## src/rtl/sfr_pkg.sv

```systemverilog
// sfr_pkg: op encodings, FSM states and default SFR addresses for sfr_access_ctrl.
// ST_WR exists only when SFR_RMW_EN is defined.
package sfr_pkg;
    localparam logic [1:0] OP_BRD   = 2'b00;
    localparam logic [1:0] OP_BWR   = 2'b01;
    localparam logic [1:0] OP_BITRD = 2'b10;
    localparam logic [1:0] OP_BITWR = 2'b11;

    localparam logic [7:0] SFR_P0  = 8'h80;
    localparam logic [7:0] SFR_PSW = 8'hD0;
    localparam logic [7:0] SFR_ACC = 8'hE0;
    localparam logic [7:0] SFR_B   = 8'hF0;
    localparam logic [31:0] SFR_MAP_DEFAULT = {SFR_B, SFR_ACC, SFR_PSW, SFR_P0};

    typedef enum logic [2:0] {
        ST_IDLE,
        ST_ISSUE,
        ST_WAIT,
`ifdef SFR_RMW_EN
        ST_WR,
`endif
        ST_RESP
    } state_t;
endpackage

```

## src/rtl/sfr_addr_decode.sv

```systemverilog
// sfr_addr_decode: maps an 8051 direct/bit address to a one-hot SFR slot and bit position.
// Bit addresses below 0x80 never match, so they report unmapped.
module sfr_addr_decode
    import sfr_pkg::*;
#(
    parameter int WIDTH = 8,
    parameter int NUM_SFR = 4,
    parameter logic [NUM_SFR*8-1:0] SFR_MAP = SFR_MAP_DEFAULT
) (
    input  logic [7:0]         i_addr,
    input  logic [1:0]         i_op,
    output logic [NUM_SFR-1:0] o_slot,
    output logic [WIDTH-1:0]   o_pos,
    output logic               o_unmapped
);
    logic       w_bit;
    logic [7:0] w_key;

    always_comb begin
        w_bit = (i_op == OP_BITRD) || (i_op == OP_BITWR);
        w_key = w_bit ? {i_addr[7:3], 3'b000} : i_addr;
        o_slot = '0;
        for (int i = 0; i < NUM_SFR; i++)
            o_slot[i] = (SFR_MAP[8*i +: 8] == w_key) && (!w_bit || i_addr[7]);
        o_pos = w_bit ? WIDTH'(1) << i_addr[2:0] : '0;
        o_unmapped = ~|o_slot;
    end
endmodule

```

## src/rtl/sfr_access_ctrl.sv

```systemverilog
// sfr_access_ctrl: sequences one byte/bit SFR access per request and returns a response.
// Define SFR_RMW_EN to turn a bit write with req_tgl into an atomic read-toggle-write.
module sfr_access_ctrl
    import sfr_pkg::*;
#(
    parameter int WIDTH = 8,
    parameter int NUM_SFR = 4,
    parameter logic [NUM_SFR*8-1:0] SFR_MAP = SFR_MAP_DEFAULT
) (
    input  logic                     i_clk,
    input  logic                     i_reset,
    input  logic                     i_req_valid,
    output logic                     o_req_ready,
    input  logic [1:0]               i_req_op,
    input  logic [7:0]               i_req_addr,
    input  logic [WIDTH-1:0]         i_req_wdata,
    input  logic                     i_req_wbit,
    input  logic                     i_req_tgl,
    output logic                     o_rsp_valid,
    input  logic                     i_rsp_ready,
    output logic [WIDTH-1:0]         o_rsp_data,
    output logic                     o_rsp_err,
    output logic [NUM_SFR-1:0]       o_sfr_en,
    output logic [NUM_SFR-1:0]       o_sfr_oe,
    output logic                     o_sfr_Bb,
    output logic [WIDTH-1:0]         o_sfr_position,
    output logic [WIDTH-1:0]         o_sfr_din,
    output logic                     o_sfr_bin,
    input  logic [NUM_SFR*WIDTH-1:0] i_sfr_dout,
    input  logic [NUM_SFR-1:0]       i_sfr_bout
);
    state_t             r_state, w_next;
    logic [1:0]         r_op;
    logic [NUM_SFR-1:0] r_slot, w_slot;
    logic [WIDTH-1:0]   r_pos, w_pos, r_wdata, r_rsp_data, w_rd_byte;
    logic               r_wbit, r_rsp_err, w_unmapped, w_rd_bit, w_rmw, w_accept;

    sfr_addr_decode #(
        .WIDTH(WIDTH),
        .NUM_SFR(NUM_SFR),
        .SFR_MAP(SFR_MAP)
    ) u_dec (
        .i_addr(i_req_addr),
        .i_op(i_req_op),
        .o_slot(w_slot),
        .o_pos(w_pos),
        .o_unmapped(w_unmapped)
    );

    assign w_accept = (r_state == ST_IDLE) && i_req_valid;

`ifdef SFR_RMW_EN
    logic r_tgl;
    always_ff @(posedge i_clk or negedge i_reset) begin
        if (!i_reset)
            r_tgl <= 1'b0;
        else if (w_accept)
            r_tgl <= i_req_tgl;
    end
    assign w_rmw = r_tgl && (r_op == OP_BITWR);
    // The WR phase writes back the inverse of the bit captured during WAIT.
    assign o_sfr_bin = (r_state == ST_WR) ? ~r_rsp_data[0] : r_wbit;
`else
    logic w_unused;
    assign w_unused = i_req_tgl;
    assign w_rmw = 1'b0;
    assign o_sfr_bin = r_wbit;
`endif

    always_ff @(posedge i_clk or negedge i_reset) begin
        if (!i_reset)
            r_state <= ST_IDLE;
        else
            r_state <= w_next;
    end

    always_comb begin
        w_next = r_state;
        o_sfr_en = '0;
        o_sfr_oe = '0;
        case (r_state)
            ST_IDLE: if (i_req_valid) w_next = w_unmapped ? ST_RESP : ST_ISSUE;
            ST_ISSUE: begin
                if (r_op[0] && !w_rmw) begin
                    o_sfr_en = r_slot;
                    w_next = ST_RESP;
                end else begin
                    o_sfr_oe = r_slot;
                    w_next = ST_WAIT;
                end
            end
            ST_WAIT: begin
                o_sfr_oe = r_slot;
`ifdef SFR_RMW_EN
                w_next = w_rmw ? ST_WR : ST_RESP;
`else
                w_next = ST_RESP;
`endif
            end
`ifdef SFR_RMW_EN
            ST_WR: begin
                o_sfr_en = r_slot;
                w_next = ST_RESP;
            end
`endif
            ST_RESP: if (i_rsp_ready) w_next = ST_IDLE;
            default: w_next = ST_IDLE;
        endcase
    end

    always_comb begin
        w_rd_byte = '0;
        for (int i = 0; i < NUM_SFR; i++)
            if (r_slot[i]) w_rd_byte = w_rd_byte | i_sfr_dout[i*WIDTH +: WIDTH];
        w_rd_bit = |(r_slot & i_sfr_bout);
    end

    // Unmapped requests skip ISSUE, so their slot stays zero and no strobe fires.
    always_ff @(posedge i_clk or negedge i_reset) begin
        if (!i_reset) begin
            r_op       <= '0;
            r_slot     <= '0;
            r_pos      <= '0;
            r_wdata    <= '0;
            r_wbit     <= 1'b0;
            r_rsp_data <= '0;
            r_rsp_err  <= 1'b0;
        end else if (w_accept) begin
            r_op       <= i_req_op;
            r_slot     <= w_slot;
            r_pos      <= w_pos;
            r_wdata    <= i_req_wdata;
            r_wbit     <= i_req_wbit;
            r_rsp_err  <= w_unmapped;
            r_rsp_data <= w_unmapped ? '1 : '0;
        end else if (r_state == ST_WAIT) begin
            r_rsp_data <= r_op[1] ? WIDTH'(w_rd_bit) : w_rd_byte;
        end
    end

    assign o_req_ready    = r_state == ST_IDLE;
    assign o_rsp_valid    = r_state == ST_RESP;
    assign o_rsp_data     = r_rsp_data;
    assign o_rsp_err      = r_rsp_err;
    assign o_sfr_Bb       = ~r_op[1];
    assign o_sfr_position = r_pos;
    assign o_sfr_din      = r_wdata;
endmodule

```

## config.mk

```make
export PLATFORM = sky130hd
export DESIGN_NAME = sfr_access_ctrl
export DESIGN_NICKNAME = d
export VERILOG_FILES = /design/src/rtl/sfr_pkg.sv /design/src/rtl/sfr_addr_decode.sv /design/src/rtl/sfr_access_ctrl.sv
export SDC_FILE = /design/constraint.sdc
export NUM_CORES = 1
export LEC_CHECK = 0
export CORE_MARGIN = 5
export CORE_UTILIZATION = 41
export DETAILED_ROUTE_END_ITERATION = 6
export PLACE_DENSITY = 0.92
export SYNTH_ARGS = -nofsm -noshare
export SYNTH_HDL_FRONTEND = slang
export SYNTH_SLANG_ARGS = --single-unit
```

## constraint.sdc

```tcl
create_clock -name i_clk -period 4.6 [get_ports i_clk]
set_input_delay 0.92 -clock i_clk [delete_from_list [all_inputs] [get_ports i_clk]]
set_output_delay 0.92 -clock i_clk [all_outputs]
set_load 0.01 [all_outputs]
```

==> results of run 1 <==
## layout make-up
cell class / count / share of cell area
well taps: 50 / 0.0225
clock buffers: 6 / 0.0297
flip-flops and latches: 34 / 0.306
repair buffers: 95 / 0.340
multi-input cells: 137 / 0.288
inverters: 10 / 0.0135
## path summary, 6_finish.rpt
| path | startpoint | to | slack [ns] | cells after the start |
|---|---|---|---|---|
| max in group asynchronous | i_reset | o_sfr_din[2] | 3.42 | 1 |
| worst min-delay path | o_sfr_din[2] | o_sfr_din[2] | 0.48 | 2 |
| worst min register to register | o_sfr_din[2] | o_sfr_din[2] | 0.48 | 2 |
| min in group asynchronous | i_reset | o_sfr_position[1] | 0.70 | 1 |
| worst max-delay path | r_state[1] | o_sfr_oe[0] | 1.59 | 6 |
| worst max register to register | r_state[1] | r_slot[1] | 2.47 | 6 |
## cell families after synthesis
kind of cell / Yosys count / synth area share
AO/OA/AOI/OAI: 64 / 0.253
XOR/XNOR: 1 / 0.00505
adder cells (fa/ha/maj): 4 / 0.0288
buffers and inverters: 20 / 0.0490
flip-flops: 34 / 0.490
AND/OR/NAND/NOR: 68 / 0.174
## flip-flops by register name, summed over array words and instances (netlist names)
signal,cells
o_sfr_position,8
o_rsp_data,8
r_slot,4
o_rsp_err,1
o_sfr_bin,1
r_state,2
r_op,2
o_sfr_din,8
## power by group
part	switching, mW	internal [mW]	total [mW]	leakage [nW]
registers	0.0745	0.411	0.486	0.438
clock network	0.0949	0.115	0.210	0.0431
logic	0.308	0.325	0.633	0.665
## per-stage QoR
stage                     total power [mW]  instances  utilization  hold WS, ns  instance area [um^2]
after global placement                1.11        326        0.665        0.458                  2700
after global routing                  1.43        332        0.685        0.514                  2780
final                                 1.33        332        0.685        0.480                  2780
after detailed placement              1.13        326        0.665        0.466                  2700
after CTS                             1.35        332        0.685        0.483                  2780
after floorplan                      0.791        191            -        0.499                  1740
## cells in the mapped netlist (all sizes together)
cell type  number  share of area
buf             8          0.023
nand3b          1         0.0043
and2            1         0.0036
nand3           1         0.0029
nor3b           1         0.0043
nand2          45          0.097
dfrtp          34           0.49
o31ai           4          0.017
nor2            6          0.013
a32o            3          0.017
a211oi          3          0.013
a21o            1         0.0043
o22ai           1         0.0036
o21ai          16          0.059
clkbuf          2         0.0043
inv             9          0.019
clkinv          1         0.0022
nor3            2         0.0086
ha              4          0.029
o41ai           2          0.014
nand2b          4          0.014
nor2b           3          0.011
and3            4          0.014
a21oi          16          0.046
xnor2           1         0.0050
a22oi          18          0.078
## per-layer routing
layer | up-vias | wire length, um | share of wire
met2 | 75 | 2730 | 0.51
met1 | 840 | 2040 | 0.38
met5 | - | 0 | 0
li1 | 853 | - | -
met3 | 5 | 551 | 0.10
met4 | 0 | 54 | 0.010
## tightest hold or removal path, stage by stage (launching register included)
cell,delay (ns)
dfrtp_1,0.34
nand2_1,0.05
nand2_1,0.06
==> impl_metrics.csv, run 1 <==
group,metric,value,unit
grt,grtUsageMet3,0.0681,
clock_network,cts_setup_buffers,0,
cells_and_area,drive_above_1_share,0.0390,
yosys,synthCells,191,
worst_setup_path,crit_chain,"inv_1 -> ha_1 -> nor2b_1 -> o21ai_0 -> nor2_1 -> clkdlybuf4s50_1",
yosys,syn_area,0.00174,mm^2
cells_and_area,area_growth,60.1,%
grt,use_met2,0.360,
sta,finalMaxSlewViolations,0,
yosys,ys_warn_count,0,
cells_and_area,register_area,851,um^2
cells_and_area,nFillCells,336,
power,vdd_ir_drop_max,0.000272,V
clock_network,clock-root-buffer,"clkbuf_8",
clock_network,cts_sinks,34,
grt,grt_max_degree,35,
worst_setup_path,cpPeakStageDelay,0.50,ns
sta,setup_ws,1.59,ns
worst_setup_path,worstPathMaxFanout,6,
grt,use_met1,0.216,
yosys,postSynthAreaPerCell,9.09,um^2
sta,grt_setup_unrepaired,"false",
worst_setup_path,crit_buf_inv,2,
routing,drt-total-wl,5380,um
hold_path,min_path_type,"flip-flop to flip-flop",
clock_network,cts_buffer_depth,2,
die,die_x,75.1,um
sta,final_hold_viol_count,0,
clock_network,cts.repair.resized,0,
clock_network,numCtsBuffers,5,
yosys,syn_nets,255,
die,fp.dieH,75.1,um
routing,drc,0,
cells_and_area,num_antenna_cells,0,
placed_design,portBuffers,95,
routing,via_per_inst,5.34,
routing,drtIter0Drc,99,
sta,tightestPinTransition,0.914,ns
worst_setup_path,crit_path_top_delay_cell,"clkdlybuf4s50_1",
cells_and_area,mostFrequentLayoutCells,"clkdlybuf4s50_1 (94), nand2_1 (45), dfrtp_1 (34), a22oi_1 (18), a21oi_1 (16)",
yosys,ys_ff_latch,34,
yosys,synth_cell_type_count,30,
die,core,0.00406,mm^2
clock_network,path_clk_slew,0.07,ns
clock_network,clkLatencyLatePin,0.28,ns
worst_setup_path,cp-end-kind,"output pin",
die,pin_count,97,
die,initial_core_util,0.428,
worst_setup_path,required,3.68,ns
run_status,status,"finished clean",
worst_setup_path,worstSetupPathType,"flip-flop to output pin",
clock_network,htree_levels,2,
placed_design,dp_hpwl,4070,um
worst_setup_path,cp-start-kind,"flip-flop",
sta,fin_setup_tns,0,ns
power,power_density,478,mW/mm^2
cells_and_area,multiInputGateArea,800,um^2
die,core.rowCount,23,
sta,skew,0.00719,ns
grt,grt_overflow_total,0,
run,cap_viol_max_count,0,
placed_design,place.gp.congestion,0.772,
sta,fmax,332,MHz
routing,wire_per_inst,16.2,um
yosys,ys_seq_area_frac,0.490,
grt,antenna_found_initial,0,
routing,route.vias.total,1773,
worst_setup_path,worstPathArrival,2.09,ns
grt,grt_pass1_vias,1831,
cells_and_area,layout.nets,347,
grt,grt_pass1_wl,8490,um
die,die-area,0.00563,mm^2
sta,final.period_utilization,0.655,
clock_network,ctsHoldBuffers,0,
sta,max-slew-margin-rel,0.389,
grt,globalRouteTotalUtil,0.198,
sta,setup_viol,0,
grt,grt.busiest_layer,"met2",
routing,ant_nets,0,
power,p_leak,1.15,nW
cells_and_area,mostFrequentLayoutCell,"clkdlybuf4s50_1",
routing,drt_pass1_iterations,4,
clock_network,cts_tree,"built",
placed_design,pre_cts_slack,1.80,ns
sta,fin_crit,3.01,ns
worst_setup_path,cp_top_family,"buffers and inverters",
Power figures use the tool's default switching activity.
==> run 2: changes to the inputs <==
- CORE_UTILIZATION: 41 -> 38
- PLACE_DENSITY: 0.92 -> 0.86
- clock period: 4.6 -> 2.8 ns (I/O delays scaled with it)
==> run 2 against run 1 <==
Against the previous run: setup slack lost 1.4 ns; largest cell class unchanged; combinational power grew 66%; sequential share of layout area is 0.45 points lower; largest power group unchanged; cell area rose by 1.5%.
==> impl_metrics.csv, run 2 (synthesis gave the netlist of run 1 again) <==
group,metric,value,unit
sta,grt_setup_unrepaired,"false",
sta,fin_crit,2.64,ns
clock_network,cts_sinks,34,
power,power_density,805,mW/mm^2
grt,grt_pass1_vias,1727,
cells_and_area,mostFrequentLayoutCell,"clkdlybuf4s50_1",
worst_setup_path,cp-end-kind,"output pin",
grt,grt_max_degree,35,
cells_and_area,final-instance-count-excl-fill,338,
run_status,status,"finished clean",
worst_setup_path,cp-start-kind,"flip-flop",
power,p_leak,1.17,nW
die,initial_core_util,0.396,
placed_design,portBuffers,95,
sta,setup_viol,0,
grt,antenna_found_initial,0,
placed_design,pre_cts_slack,0.447,ns
sta,tightestPinTransition,0.736,ns
worst_setup_path,worstSetupPathType,"flip-flop to output pin",
clock_network,cts.repair.resized,0,
routing,route.vias.total,1711,
hold_path,min_path_type,"primary input to asynchronous set/reset pin",
cells_and_area,layout.nets,349,
cells_and_area,nFillCells,368,
worst_setup_path,reg2reg_from,"r_state[1]",
grt,grt_overflow_total,0,
routing,drt_pass1_iterations,4,
sta,fin_setup_tns,0,ns
placed_design,dp_cells,330,
placed_design,dp_hpwl,3880,um
die,pin_count,97,
sta,hold_ws,0.342,ns
cells_and_area,final_util,0.643,
routing,drt-total-wl,5000,um
clock_network,cts_setup_buffers,0,
placed_design,place.gp.congestion,0.774,
cells_and_area,num_antenna_cells,0,
cells_and_area,area_growth,62.5,%
worst_setup_path,required,2.24,ns
sta,finalMaxSlewViolations,0,
clock_network,cts_tree,"built",
worst_setup_path,worstPathMaxFanout,6,
routing,drc,0,
clock_network,cts_buffer_depth,2,
clock_network,numCtsBuffers,5,
clock_network,ctsHoldBuffers,0,
sta,final_hold_viol_count,0,
clock_network,path_clk_slew,0.07,ns
die,core,0.00438,mm^2
routing,via_per_inst,5.06,
die,core.rowCount,24,
die,die_x,77.6,um
clock_network,htree_levels,2,
routing,wire_per_inst,14.8,um
routing,ant_nets,0,
sta,final.period_utilization,0.942,
cells_and_area,mostFrequentLayoutCells,"clkdlybuf4s50_1 (94), nand2_1 (45), dfrtp_1 (34), a22oi_1 (18), a21oi_1 (16)",
sta,max-slew-margin-rel,0.510,
routing,drtIter0Drc,97,
sta,fmax,379,MHz
clock_network,clkLatencyLatePin,0.27,ns
sta,setup_ws,0.162,ns
grt,globalRouteTotalUtil,0.163,
die,fp.dieH,77.6,um
power,vdd_ir_drop_max,0.000473,V
grt,grt_pass1_wl,8110,um
clock_network,clock-root-buffer,"clkbuf_8",
cells_and_area,drive_above_1_share,0.0455,
worst_setup_path,startpoint,"r_state[1]",
die,die-area,0.00602,mm^2
sta,skew,0.00312,ns
run,cap_viol_max_count,0,
worst_setup_path,worstPathArrival,2.08,ns
run 2: path summary, 6_finish.rpt:
path / cells past startpoint / to / slack (ns)
setup / recovery: 6 / o_sfr_oe[1] / 0.16
hold / removal: 1 / o_sfr_position[7] / 0.34
setup reg to reg: 6 / r_slot[0] / 0.97
hold reg to reg: 2 / o_sfr_din[1] / 0.47
max in group asynchronous: 1 / r_slot[0] / 1.99
min in group i_clk: 2 / o_sfr_din[1] / 0.47
run 2: critical path, cell delays in order, from the launching register on:
cell and delay (ns):
dfrtp_1 0.40, inv_1 0.09, ha_1 0.24, nor2b_1 0.14, o21ai_0 0.35, nor2_1 0.08, clkdlybuf4s50_1 0.50
run 2: where the power goes:
part | switching, mW | leakage, nW | internal, mW
clock network | 0.161 | 0.0524 | 0.266
logic | 0.501 | 0.675 | 0.546
registers | 0.120 | 0.438 | 0.675
run 2: area by class of cell:
type | instances | area (um^2) | share of cell area
flip-flops and latches | 34 | 851 | 0.302
clock buffers | 7 | 76.3 | 0.0271
multi-input cells | 137 | 800 | 0.283
well taps | 52 | 65.1 | 0.0231
clock inverters | 1 | 30.0 | 0.0106
repair buffers | 97 | 961 | 0.341
inverters | 10 | 37.5 | 0.0133
run 2: layer usage:
metal / share of wire / routed length, um / GRT usage
met5: 0 / 0 / 0
met1: 0.41 / 2040 / 0.189
met2: 0.48 / 2420 / 0.272
met4: 0.0090 / 45 / 0.0567
met3: 0.10 / 500 / 0.0637
run 2: through the flow:
stage / total power, mW / instance area [um^2]
3_3_place_gp: 1.84 / 2710
6_report: 2.27 / 2820
5_1_grt: 2.44 / 2820
2_1_floorplan: 1.30 / 1740
4_1_cts: 2.30 / 2820
3_5_place_dp: 1.86 / 2710
==> run 3: changes to the inputs <==
- CAP_MARGIN: unset -> 10
==> results of run 3 <==
No change in the layout: final DEF, timing and power equal those of run 2.
